`src/rtl/bit_serializer_pkg.sv`:
```
// Shared definitions for the parallel-to-serial front end.
//   ser_state_e       : shifter state (own name, distinct from the detector's enum)
//   SER_WIDTH_DEF     : default word width
//   SER_IDLE_BIT_DEF  : default fill bit driven while no word is shifting
package bit_serializer_pkg;

  typedef enum logic {
    SER_IDLE  = 1'b0,
    SER_SHIFT = 1'b1
  } ser_state_e;

  localparam int   SER_WIDTH_DEF    = 8;
  localparam logic SER_IDLE_BIT_DEF = 1'b0;

endpackage

```
`src/rtl/bit_serializer.sv`:
```
// bit_serializer: accepts WIDTH-bit words on a valid/ready handshake and emits
// them one bit per clock. A one-word hold buffer lets consecutive words stream
// with no idle cycle between them.
//   clk, rst    : clock, asynchronous active-high reset
//   din         : parallel word, taken when din_valid && din_ready
//   din_ready   : low only while the hold buffer is full (registered flag)
//   sout        : serial bit (registered), IDLE_BIT when not shifting
//   sout_valid  : sout carries a word bit (registered)
//   busy        : shifting or hold buffer occupied
//   gap         : one-cycle pulse on the first idle cycle after a run
module bit_serializer
  import bit_serializer_pkg::*;
#(
  parameter int   WIDTH     = SER_WIDTH_DEF,
  parameter bit   MSB_FIRST = 1'b1,
  parameter logic IDLE_BIT  = SER_IDLE_BIT_DEF
) (
  input  logic             clk,
  input  logic             rst,
  input  logic [WIDTH-1:0] din,
  input  logic             din_valid,
  output logic             din_ready,
  output logic             sout,
  output logic             sout_valid,
  output logic             busy,
  output logic             gap
);

  localparam int            CW   = $clog2(WIDTH);
  localparam logic [CW-1:0] LAST = CW'(WIDTH - 1);

  ser_state_e       state, state_nxt;
  logic [CW-1:0]    cnt, cnt_nxt;
  logic [WIDTH-1:0] shreg, sh_nxt;
  logic [WIDTH-1:0] hold, hold_nxt;
  logic             hold_full, hf_nxt;
  logic             sout_nxt, sv_nxt, gap_nxt;
  logic             accept, last;

  // Bit that goes out first for a freshly loaded word.
  function automatic logic first_bit(input logic [WIDTH-1:0] w);
    return MSB_FIRST ? w[WIDTH-1] : w[0];
  endfunction

  assign din_ready = !hold_full;
  assign accept    = din_valid && din_ready;
  assign last      = (cnt == LAST);
  assign busy      = (state == SER_SHIFT) || hold_full;

  // sout is registered, so the bit for the coming cycle is chosen here: on a
  // load it is the word's first bit, otherwise the next bit of the current
  // shifter contents. cnt is the index of the bit currently on sout.
  always_comb begin
    state_nxt = state;
    cnt_nxt   = cnt;
    sh_nxt    = shreg;
    hold_nxt  = hold;
    hf_nxt    = hold_full;
    sout_nxt  = IDLE_BIT;
    sv_nxt    = 1'b0;
    gap_nxt   = 1'b0;
    case (state)
      SER_IDLE: begin
        if (accept) begin
          state_nxt = SER_SHIFT;
          sh_nxt    = din;
          cnt_nxt   = '0;
          sout_nxt  = first_bit(din);
          sv_nxt    = 1'b1;
        end
      end
      SER_SHIFT: begin
        if (!last) begin
          cnt_nxt  = cnt + CW'(1);
          sh_nxt   = MSB_FIRST ? (shreg << 1) : (shreg >> 1);
          sout_nxt = MSB_FIRST ? shreg[WIDTH-2] : shreg[1];
          sv_nxt   = 1'b1;
          if (accept) begin
            hold_nxt = din;
            hf_nxt   = 1'b1;
          end
        end else if (hold_full) begin
          // din_ready is low here, so no new word competes with the transfer.
          sh_nxt   = hold;
          hold_nxt = '0;
          hf_nxt   = 1'b0;
          cnt_nxt  = '0;
          sout_nxt = first_bit(hold);
          sv_nxt   = 1'b1;
        end else if (accept) begin
          // Word arriving on the last bit bypasses the hold buffer.
          sh_nxt   = din;
          cnt_nxt  = '0;
          sout_nxt = first_bit(din);
          sv_nxt   = 1'b1;
        end else begin
          state_nxt = SER_IDLE;
          cnt_nxt   = '0;
          gap_nxt   = 1'b1;
        end
      end
      default: state_nxt = SER_IDLE;
    endcase
  end

  always_ff @(posedge clk or posedge rst) begin
    if (rst) begin
      state      <= SER_IDLE;
      cnt        <= '0;
      shreg      <= '0;
      hold       <= '0;
      hold_full  <= 1'b0;
      sout       <= IDLE_BIT;
      sout_valid <= 1'b0;
      gap        <= 1'b0;
    end else begin
      state      <= state_nxt;
      cnt        <= cnt_nxt;
      shreg      <= sh_nxt;
      hold       <= hold_nxt;
      hold_full  <= hf_nxt;
      sout       <= sout_nxt;
      sout_valid <= sv_nxt;
      gap        <= gap_nxt;
    end
  end

endmodule
```
`config.mk`:
```
export PLATFORM = sky130hd
export DESIGN_NAME = bit_serializer
export DESIGN_NICKNAME = d
export VERILOG_FILES = /design/src/rtl/bit_serializer_pkg.sv /design/src/rtl/bit_serializer.sv
export SDC_FILE = /design/constraint.sdc
export NUM_CORES = 1
export LEC_CHECK = 0
export CELL_PAD_IN_SITES_DETAIL_PLACEMENT = 1
export CELL_PAD_IN_SITES_GLOBAL_PLACEMENT = 2
export CORE_MARGIN = 2
export CORE_UTILIZATION = 38
export CTS_BUF_LIST = sky130_fd_sc_hd__clkbuf_2
export CTS_CLUSTER_DIAMETER = 200
export DETAILED_ROUTE_END_ITERATION = 7
export GPL_TIMING_DRIVEN = 0
export MAX_ROUTING_LAYER = met4
export PLACE_DENSITY_LB_ADDON = 0.12
export REMOVE_ABC_BUFFERS = 1
export SLEW_MARGIN = 20
export SYNTH_ARGS = -nofsm -noshare
export SYNTH_HDL_FRONTEND = slang
export SYNTH_SLANG_ARGS = --single-unit
```
`constraint.sdc`:
```
create_clock -name clk -period 1.7 [get_ports clk]
set_clock_uncertainty 0.05 [all_clocks]
set_input_delay 0.34 -clock clk [delete_from_list [all_inputs] [get_ports clk]]
set_output_delay 0.34 -clock clk [all_outputs]
set_load 0.01 [all_outputs]
```
==> results of run 1 <==
[worst max path at each step]
stage | startpoint | to | slack (ns) | cells past startpoint
2_1_floorplan | cnt[0] | hold[0] | 0.02 | 5
3_3_place_gp | state | busy | -0.38 | 3
3_5_place_dp | state | busy | -0.36 | 3
4_1_cts | cnt[0] | hold[1] | -0.04 | 5
5_1_grt | cnt[0] | hold[0] | -0.02 | 5
6_report | cnt[0] | hold[1] | 0.07 | 5
[synth_stat cells, types with 3 or more instances]
cell	n
ha_1	3
a22oi_1	5
buf_2	3
nand2_1	8
o2bb2ai_1	8
inv_1	5
dfrtp_1	22
a22oi_2	6
o22ai_1	6
mux2i_1	6
[worst max-delay path, cell delays in order (launching register included)]
cell and delay [ns]:
dfrtp_1 0.44, ha_1 0.28, ha_4 0.23, and3b_2 0.37
a22oi_2 0.07, o2bb2ai_1 0.16
[power by group]
group / switching [mW] / internal [mW] / total (mW)
Combinational: 0.621 / 0.602 / 1.22
Sequential: 0.164 / 0.749 / 0.913
Clock: 0.182 / 0.203 / 0.385
[cells by family after synthesis]
group | count (synthesis)
flip-flops | 22
multiplexers | 7
adder cells (fa/ha/maj) | 3
AO/OA/AOI/OAI | 40
AND/OR/NAND/NOR | 17
buffers and inverters | 14
[metrics by stage]
stage | utilization, % | total power [mW]
finish | 48.9 | 2.52
global route | 48.9 | 2.73
CTS | 47.3 | 2.45
detailed placement | 44.0 | 1.97
global placement | 44.0 | 1.93
floorplan | - | 1.64
[layout by cell type (no fill, tap or decap), drive strengths merged, types with 3 or more instances in the layout]
master and n:
buf 9, mux2i 6, a211oi 3, o2bb2ai 8, nand2 8, ha 3, o21ai 4, o22ai 6
inv 5, clkbuf 4, a22oi 11, clkdlybuf4s50 10, dfrtp 22
[area by class of cell]
| class | instances | area share (%) |
|---|---|---|
| Multi-Input combinational cell | 67 | 40.3 |
| Sequential cell | 22 | 37.4 |
| Inverter | 5 | 1.42 |
| Clock inverter | 1 | 2.01 |
| Timing Repair Buffer | 23 | 14.2 |
| Clock buffer | 3 | 1.01 |
| Tap cell | 44 | 3.69 |
[per-layer routing]
metal | track usage [%] | vias up | wire length [um]
met5 | - | - | 0
met4 | 8.39 | 0 | 61
met3 | 2.56 | 7 | 120
met2 | 29.3 | 18 | 1400
met1 | 23.8 | 437 | 1350
li1 | - | 423 | -
[state kept, by name (all words and copies together) (netlist names)]
| signal | flops |
|---|---|
| hold_full | 1 |
| cnt | 3 |
| state | 1 |
| hold | 8 |
| gap | 1 |
| shreg | 7 |
| sout | 1 |
[repair_timing]
item,4_1_cts,5_1_grt
endpoints found under the setup margin,19,17
hold buffers,0,0
gates resized for setup,14,10
cloned,0,0
pin swaps,0,0
buffers inserted,7,2
==> impl_metrics.sql, run 1 <==
INSERT INTO impl_metrics (metric_group, metric, value, unit) VALUES
('outcome', 'status', 'finished, final reports clean', ''),
('sta', 'finalMaxSlewViolations', '0', ''),
('floorplan', 'die_y', '60.7', 'um'),
('yosys', 'ys_warn_count', '0', ''),
('sta', 'final.hold.worst_slack', '0.360', 'ns'),
('yosys', 'synth_simple_gate_area_share', '9.10', '%'),
('placed_design', 'placement.io_buffers', '15', ''),
('routing', 'drt.antenna.violating_nets', '0', ''),
('global_routing', 'via_count_of_the_first_global_routing_pass', '917', ''),
('yosys', 'synthDistinctLibCells', '34', ''),
('yosys', 'compound_cell_area_share_of_the_yosys_netlist', '28.4', '%'),
('cells_and_area', 'layout-area-overhead-vs-synth', '22.0', '%'),
('routing', 'wl_per_cell', '17.8', 'um'),
('global_routing', 'grt_util_overall', '18.6', '%'),
('critical_path', 'crit_path_end_kind', 'register', ''),
('yosys', 'synth-xor-area-share', '0', '%'),
('global_routing', 'antenna_found_initial', '0', ''),
('sta', 'timing.final.hold_violations', '0', ''),
('cells_and_area', 'postLayoutCellArea', '0.00149', 'mm^2'),
('floorplan', 'initial_utilization', '40.1', '%'),
('routing', 'dr.first_iter.drc_count', '25', ''),
('placed_design', 'hpwl', '1820', 'um'),
('clock_tree', 'clock-sinks', '22', ''),
('cells_and_area', 'fillers', '342', ''),
('critical_path', 'timing_worst_setup_path_type', 'reg -> reg', ''),
('sta', 'worstMarginPinSlew', '0.859', 'ns'),
('placed_design', 'preCtsSetupSlack', '-0.363', 'ns'),
('sta', 'slew-limit-headroom', '42.7', '%'),
('sta', 'setup_slack', '0.0668', 'ns'),
('cells_and_area', 'antennaDiodeCount', '0', ''),
('floorplan', 'boundaryPins', '16', ''),
('clock_tree', 'cts-root-to-sink-buffers', '2', ''),
('cells_and_area', 'multi_input_area', '602', 'um^2'),
('sta', 'setup-tns-final', '0', 'ns'),
('yosys', 'synthDominantCellAreaShare', '45.0', '%'),
('sta', 'final_period_minus_worst_setup_slack', '1.63', 'ns'),
('floorplan', 'die_width', '60.7', 'um'),
('cells_and_area', 'final_non_filler_cells', '165', ''),
('yosys', 'synth-async-reset-ratio', '100', '%'),
('floorplan', 'die_area', '0.00369', 'mm^2'),
('yosys', 'synth_edf_count', '0', ''),
('cells_and_area', 'seq_area', '558', 'um^2'),
('yosys', 'synth_area_in_adders', '3.07', '%'),
('global_routing', 'pin_count_of_the_biggest_net_entering_global_routing', '23', ''),
('cells_and_area', 'drive_gt1_share', '28.9', '%'),
('yosys', 'yosysSeqAreaShare', '45.0', '%'),
('placed_design', 'postPlaceCellArea', '0.00134', 'mm^2'),
('clock_tree', 'clk_pin_slew', '0.24', 'ns'),
('sta', 'final.period_utilization', '96.1', '%'),
('critical_path', 'ff_to_ff_setup_slack', '0.07', 'ns'),
('clock_tree', 'clock_tree_from_tritoncts', 'yes', ''),
('yosys', 'synth.largest_area_cell', 'dfrtp_1', ''),
('sta', 'max_freq', '0.612', 'GHz'),
('global_routing', 'grt_first_pass_wirelength', '4710', 'um'),
('critical_path', 'worst-path-max-fanout', '7', ''),
('routing', 'route.detailed.vias_per_inst', '5.36', ''),
('critical_path', 'crit_required', '1.97', 'ns'),
('routing', 'drc', '0', ''),
('power_and_ir_drop', 'power.density_cell_area', '1690', 'mW/mm^2'),
('power_and_ir_drop', 'power_leakage', '0.676', 'nW'),
('floorplan', 'fp-row-count', '20', ''),
('sta', 'setup_viol', '0', ''),
('placed_design', 'routabilityCongestion', '0.727', ''),
('cells_and_area', 'final_nets', '136', ''),
('clock_tree', 'clock_tree.root_cell', 'clkbuf_2', ''),
('run', 'maxCapViolCount', '0', ''),
('critical_path', 'critical_path.reg2reg.startpoint', 'cnt[0]', ''),
('yosys', 'post_synth_mux_area_share', '5.83', '%'),
('yosys', 'synth-seq-cells', '22', ''),
('routing', 'route.final.wire_length', '2930', 'um'),
('critical_path', 'crit_path_start_kind', 'register', '');
No activity file was read; power rests on OpenSTA's default activity.
==> inputs of run 2 (changes only) <==
Settings changed: CORE_UTILIZATION 38 to 41.
Clock period 1.7 ns to 2.05 ns, I/O delays scaled along.
==> run 2 against run 1 <==
  * The run now ends with design-rule violations left
  * Sequential share of layout area up 2.7 points
  * Count of clock-buffer cells in the layout unchanged
  * Final area down 6.6%
  * Cell count down 9.7%
  * Die area down 6.8%
  * Critical path depth down 3
  * Critical path type is now reg -> out
  * Critical endpoint is now sout_valid
  * Largest cell class unchanged
==> impl_metrics.sql, run 2 (synthesis gave the netlist of run 1 again) <==
INSERT INTO impl_metrics (metric_group, metric, value, unit) VALUES
('clock_tree', 'clock-sinks', '22', ''),
('cells_and_area', 'layout_commonest_cell', 'dfrtp_1', ''),
('clock_tree', 'clk_pin_slew', '0.22', 'ns'),
('sta', 'max_freq', '0.513', 'GHz'),
('global_routing', 'grt_util_overall', '19.3', '%'),
('clock_tree', 'clock_tree.root_cell', 'clkbuf_2', ''),
('floorplan', 'core-area', '0.00281', 'mm^2'),
('placed_design', 'preCtsSetupSlack', '-0.102', 'ns'),
('routing', 'dr.first_iter.drc_count', '46', ''),
('critical_path', 'crit_path_start_kind', 'register', ''),
('routing', 'route.detailed.vias_per_inst', '5.82', ''),
('power_and_ir_drop', 'power.density_cell_area', '1340', 'mW/mm^2'),
('routing', 'route.final.wire_length', '2820', 'um'),
('cells_and_area', 'final_util', '49.7', '%'),
('placed_design', 'routabilityCongestion', '0.723', ''),
('clock_tree', 'cts.htree.levels', '1', ''),
('global_routing', 'antenna_found_initial', '0', ''),
('placed_design', 'hpwl', '1780', 'um'),
('cells_and_area', 'largest_reg_flops', '8', ''),
('sta', 'final_period_minus_worst_setup_slack', '1.95', 'ns'),
('floorplan', 'die_y', '58.6', 'um'),
('clock_tree', 'cts-buffers-inserted', '3', ''),
('outcome', 'status', 'finished with violations', ''),
('floorplan', 'die_area', '0.00344', 'mm^2'),
('cells_and_area', 'largest_register', 'hold', ''),
('routing', 'wl_per_cell', '18.9', 'um'),
('sta', 'setup_slack', '0.102', 'ns'),
('critical_path', 'crit_required', '1.59', 'ns'),
('hold_path', 'min_path_type', 'in -> async', ''),
('sta', 'worstMarginPinSlew', '0.857', 'ns'),
('sta', 'final.period_utilization', '95.0', '%'),
('cells_and_area', 'layout-area-overhead-vs-synth', '13.9', '%'),
('cells_and_area', 'reg_top3', 'hold x8, shreg x7, cnt x3', ''),
('cells_and_area', 'final_nets', '133', ''),
('routing', 'drc', '4', ''),
('global_routing', 'grt_overflow_total', '0', ''),
('floorplan', 'boundaryPins', '16', ''),
('routing', 'drt_pass1_iterations', '6', ''),
('sta', 'slew-limit-headroom', '42.8', '%'),
('cells_and_area', 'drive_gt1_share', '23.7', '%'),
('floorplan', 'initial_utilization', '43.6', '%'),
('global_routing', 'grt_first_pass_wirelength', '4710', 'um'),
('cells_and_area', 'antennaDiodeCount', '0', ''),
('global_routing', 'via_count_of_the_first_global_routing_pass', '941', ''),
('critical_path', 'timing_worst_setup_path_type', 'reg -> out', ''),
('clock_tree', 'cts-root-to-sink-buffers', '2', ''),
('cells_and_area', 'mostFrequentLayoutCells', 'dfrtp_1 (20), clkdlybuf4s50_1 (15), o2bb2ai_1 (8), nand2_1 (8)', ''),
('floorplan', 'fp-row-count', '19', ''),
('outcome', 'violations_in_the_final_reports', 'design-rule violations', ''),
('clock_tree', 'clk_latency', '0.34', 'ns'),
('power_and_ir_drop', 'power_leakage', '0.615', 'nW'),
('sta', 'timing.final.hold_violations', '0', ''),
('critical_path', 'ff_to_ff_setup_slack', '0.21', 'ns'),
('clock_tree', 'clock_tree_from_tritoncts', 'yes', ''),
('placed_design', 'placement.io_buffers', '15', ''),
('sta', 'finalMaxSlewViolations', '0', ''),
('critical_path', 'worst-path-max-fanout', '2', ''),
('sta', 'rsz0062_at_grt', 'no', ''),
('global_routing', 'pin_count_of_the_biggest_net_entering_global_routing', '23', ''),
('power_and_ir_drop', 'vdd_ir_drop_max', '501', 'uV'),
('run', 'maxCapViolCount', '0', ''),
('sta', 'setup_viol', '0', ''),
('floorplan', 'die_width', '58.6', 'um'),
('critical_path', 'crit_path_end_kind', 'primary output', ''),
('routing', 'drt.antenna.violating_nets', '0', ''),
('critical_path', 'crit_arrival', '1.49', 'ns'),
('routing', 'dr_total_vias', '867', '');
==> run 2: cell types whose count changed in the layout (fill, tap and decap cells not counted), moves of 2 or more <==
cell / delta
clkdlybuf4s50_1: +5
buf_6: -2
dlymetal6s2s_1: -2
ha_4: -2
==> run 2: repair_timing <==
| item | in CTS | in global routing |
|---|---|---|
| endpoints found under the setup margin | 3 | 7 |
| gates resized for setup | 4 | 3 |
| buffers inserted | 5 | 0 |
| hold buffers | 0 | 0 |
==> run 2: worst paths after layout <==
path | start | endpoint | depth (start not counted)
worst max-delay path | state | sout_valid | 2
max in group asynchronous | rst | state | 2
min in group clk | hold[6] | hold[6] | 1
worst min register to register | hold[6] | hold[6] | 1
worst min-delay path | rst | hold_full | 2
worst max register to register | cnt[0] | shreg[4] | 5
==> run 2: where the power goes <==
group	switching [mW]	internal [mW]	leakage, nW
combinational	0.498	0.451	0.330
sequential	0.122	0.621	0.271
clock	0.137	0.0424	0.0140
==> run 2: stage by stage <==
| stage | power, mW | cell area (um^2) | hold slack (ns) | TNS, ns | instances |
|---|---|---|---|---|---|
| 2_1_floorplan | 1.36 | 1140 | 0.349 | 0 | 94 |
| 3_3_place_gp | 1.59 | 1330 | 0.446 | -0.0891 | 140 |
| 3_5_place_dp | 1.63 | 1330 | 0.456 | -0.102 | 140 |
| 4_1_cts | 1.88 | 1390 | 0.497 | 0 | 149 |
| 5_1_grt | 2.03 | 1390 | 0.507 | 0 | 149 |
| 6_report | 1.87 | 1390 | 0.464 | 0 | 149 |
==> run 2: critical path, stage by stage, from the launching register on <==
cell             delay (ns)
dfrtp_4                0.53
buf_4                  0.15
clkdlybuf4s50_1        0.47
==> run 2: routing by layer <==
metal	vias up	global-route usage [%]	wire [um]
met3	5	2.86	100
met1	424	25.7	1360
met2	20	28.9	1320
met5	-	-	0
met4	0	9.42	44
li1	418	-	-
==> run 2: final cells by class <==
| type | instances | area (um^2) |
|---|---|---|
| fillers | 319 | 1410 |
| multi-input cells | 67 | 572 |
| flip-flops and latches | 22 | 558 |
| repair buffers | 20 | 188 |
| well taps | 31 | 38.8 |
| inverters | 5 | 18.8 |
| clock buffers | 3 | 15.0 |
| clock inverters | 1 | 3.75 |
==> inputs of run 3 (changes only) <==
Settings changed: CELL_PAD_IN_SITES_DETAIL_PLACEMENT 1 to unset, CELL_PAD_IN_SITES_GLOBAL_PLACEMENT 2 to unset, CORE_UTILIZATION 41 to 50.
==> run 3 against run 2 <==
  * Sequential power is essentially flat
  * Global-route usage grew 2.0 points
  * Sequential cell count is the same
  * The flow now finishes without violations
  * Total power shrank 1.8%
  * Largest power group unchanged
  * Die area shrank 17%
  * Maximum frequency grew 0.97%
  * Cell count shrank 2.0%
  * Worst hold slack lost 0.012 ns
==> impl_metrics.sql, run 3 (synthesis gave the netlist of run 1 again) <==
INSERT INTO impl_metrics (metric_group, metric, value, unit) VALUES
('critical_path', 'crit_arrival', '1.47', 'ns'),
('cells_and_area', 'seq_area', '558', 'um^2'),
('sta', 'setup_slack', '0.121', 'ns'),
('floorplan', 'die_area', '0.00286', 'mm^2'),
('power_and_ir_drop', 'power.density_cell_area', '1320', 'mW/mm^2'),
('cells_and_area', 'final_nets', '133', ''),
('cells_and_area', 'fillers', '215', ''),
('critical_path', 'crit_required', '1.59', 'ns'),
('clock_tree', 'cts.htree.levels', '1', ''),
('sta', 'final_period_minus_worst_setup_slack', '1.93', 'ns'),
('routing', 'drt_pass1_iterations', '4', ''),
('sta', 'final.hold.worst_slack', '0.451', 'ns'),
('global_routing', 'antenna_found_initial', '0', ''),
('critical_path', 'r2r_cells', '5', ''),
('routing', 'drt.antenna.violating_nets', '0', ''),
('floorplan', 'die_width', '53.5', 'um'),
('clock_tree', 'clock_tree.root_cell', 'clkbuf_2', ''),
('floorplan', 'core-area', '0.00225', 'mm^2'),
('clock_tree', 'clock-sinks', '22', ''),
('placed_design', 'routabilityCongestion', '0.746', ''),
('placed_design', 'postPlaceCellArea', '0.00132', 'mm^2'),
('cells_and_area', 'largest_reg_flops', '8', ''),
('outcome', 'status', 'finished, final reports clean', ''),
('clock_tree', 'cts-root-to-sink-buffers', '2', ''),
('cells_and_area', 'layout-area-overhead-vs-synth', '13.4', '%'),
('placed_design', 'preCtsSetupSlack', '-0.0488', 'ns'),
('cells_and_area', 'postLayoutCellArea', '0.00139', 'mm^2'),
('clock_tree', 'clk_pin_slew', '0.22', 'ns'),
('global_routing', 'grt_overflow_total', '0', ''),
('critical_path', 'timing_worst_setup_path_type', 'reg -> out', ''),
('critical_path', 'crit_path_start_kind', 'register', ''),
('sta', 'setup_viol', '0', ''),
('sta', 'max_freq', '0.518', 'GHz'),
('cells_and_area', 'largest_register', 'hold', ''),
('sta', 'slew-limit-headroom', '45.1', '%'),
('power_and_ir_drop', 'power_frac_seq', '40.4', '%'),
('cells_and_area', 'layout_commonest_cell', 'dfrtp_1', ''),
('power_and_ir_drop', 'combinationalPowerShare', '50.0', '%'),
('routing', 'route.detailed.vias_per_inst', '5.91', ''),
('critical_path', 'crit_path_end_kind', 'primary output', ''),
('cells_and_area', 'antennaDiodeCount', '0', ''),
('floorplan', 'boundaryPins', '16', ''),
('clock_tree', 'cts-buffers-inserted', '3', ''),
('global_routing', 'via_count_of_the_first_global_routing_pass', '828', ''),
('global_routing', 'grt_util_overall', '21.3', '%'),
('sta', 'final.period_utilization', '94.1', '%'),
('sta', 'timing.final.hold_violations', '0', ''),
('clock_tree', 'clk_latency', '0.33', 'ns'),
('routing', 'wl_per_cell', '16.8', 'um'),
('power_and_ir_drop', 'power.switching_fraction', '39.5', '%'),
('power_and_ir_drop', 'p_int', '1.11', 'mW'),
('routing', 'route.final.wire_length', '2460', 'um'),
('global_routing', 'grt_first_pass_wirelength', '4110', 'um'),
('run', 'maxCapViolCount', '0', ''),
('sta', 'worstMarginPinSlew', '0.822', 'ns'),
('power_and_ir_drop', 'vdd_ir_drop_max', '961', 'uV'),
('cells_and_area', 'mostFrequentLayoutCells', 'dfrtp_1 (20), clkdlybuf4s50_1 (15), o2bb2ai_1 (8), nand2_1 (8)', ''),
('routing', 'drc', '0', ''),
('cells_and_area', 'drive_gt1_share', '22.9', '%'),
('hold_path', 'min_path_type', 'in -> async', ''),
('power_and_ir_drop', 'power.switching', '726', 'uW'),
('cells_and_area', 'reg_top3', 'hold x8, shreg x7, cnt x3', ''),
('sta', 'finalMaxSlewViolations', '0', ''),
('routing', 'dr.first_iter.drc_count', '27', ''),
('power_and_ir_drop', 'p_total', '1.84', 'mW'),
('sta', 'rsz0062_at_grt', 'no', ''),
('global_routing', 'pin_count_of_the_biggest_net_entering_global_routing', '23', ''),
('floorplan', 'fp-row-count', '17', ''),
('placed_design', 'hpwl', '1550', 'um'),
('placed_design', 'placement.io_buffers', '15', ''),
('power_and_ir_drop', 'clockPowerShare', '9.5', '%'),
('power_and_ir_drop', 'power_leakage', '0.617', 'nW'),
('critical_path', 'worst-path-max-fanout', '3', ''),
('routing', 'dr_total_vias', '863', ''),
('cells_and_area', 'multi_input_area', '569', 'um^2'),
('clock_tree', 'clock_tree_from_tritoncts', 'yes', ''),
('floorplan', 'die_y', '53.5', 'um'),
('cells_and_area', 'final_util', '61.5', '%'),
('floorplan', 'initial_utilization', '54.3', '%');
[run 3: final timing paths]
check	startpoint	endpoint	slack [ns]
max	state	sout_valid	0.12
min reg2reg	hold[6]	hold[6]	0.49
min in group clk	hold[6]	hold[6]	0.49
min	rst	hold[0]	0.45
max in group asynchronous	rst	state	0.89
max reg2reg	cnt[0]	hold[4]	0.22
[run 3: area by class of cell]
cell class              count  share of cell area, %
inverters                   5                   1.35
repair buffers             20                   13.5
clock buffers               3                   1.08
clock inverters             1                  0.271
well taps                  28                   2.52
flip-flops and latches     22                   40.2
multi-input cells          67                   41.0
[run 3: per-layer routing]
layer / wire [um] / GRT usage (%)
met5: 0 / -
met4: 16 / 8.97
met3: 101 / 3.39
met2: 1130 / 30.9
met1: 1210 / 29.5
[run 3: power by group through the flow]
stage | logic [mW] | clock network (mW) | registers, mW
4_1_cts | 0.888 | 0.183 | 0.764
5_1_grt | 1.01 | 0.205 | 0.768
2_1_floorplan | 0.589 | 0 | 0.774
3_5_place_dp | 0.785 | 0 | 0.816
3_3_place_gp | 0.764 | 0 | 0.810
6_report | 0.919 | 0.175 | 0.742
[run 3: timing repair]
item,CTS,global route
gates resized for setup,4,2
buffers inserted,4,1
hold buffers,0,0
endpoints found under the setup margin,3,3
pin swaps,0,0
[run 3: worst max-delay path, stage by stage, from the launching register on]
cell and delay, ns:
dfrtp_4 0.54, buf_4 0.15, clkdlybuf4s50_1 0.47
[run 3: through the flow]
step	TNS (ns)	cells
4_1_cts	0	145
6_report	0	146
2_1_floorplan	0	94
3_3_place_gp	-0.0375	137
3_5_place_dp	-0.0488	137
5_1_grt	0	146
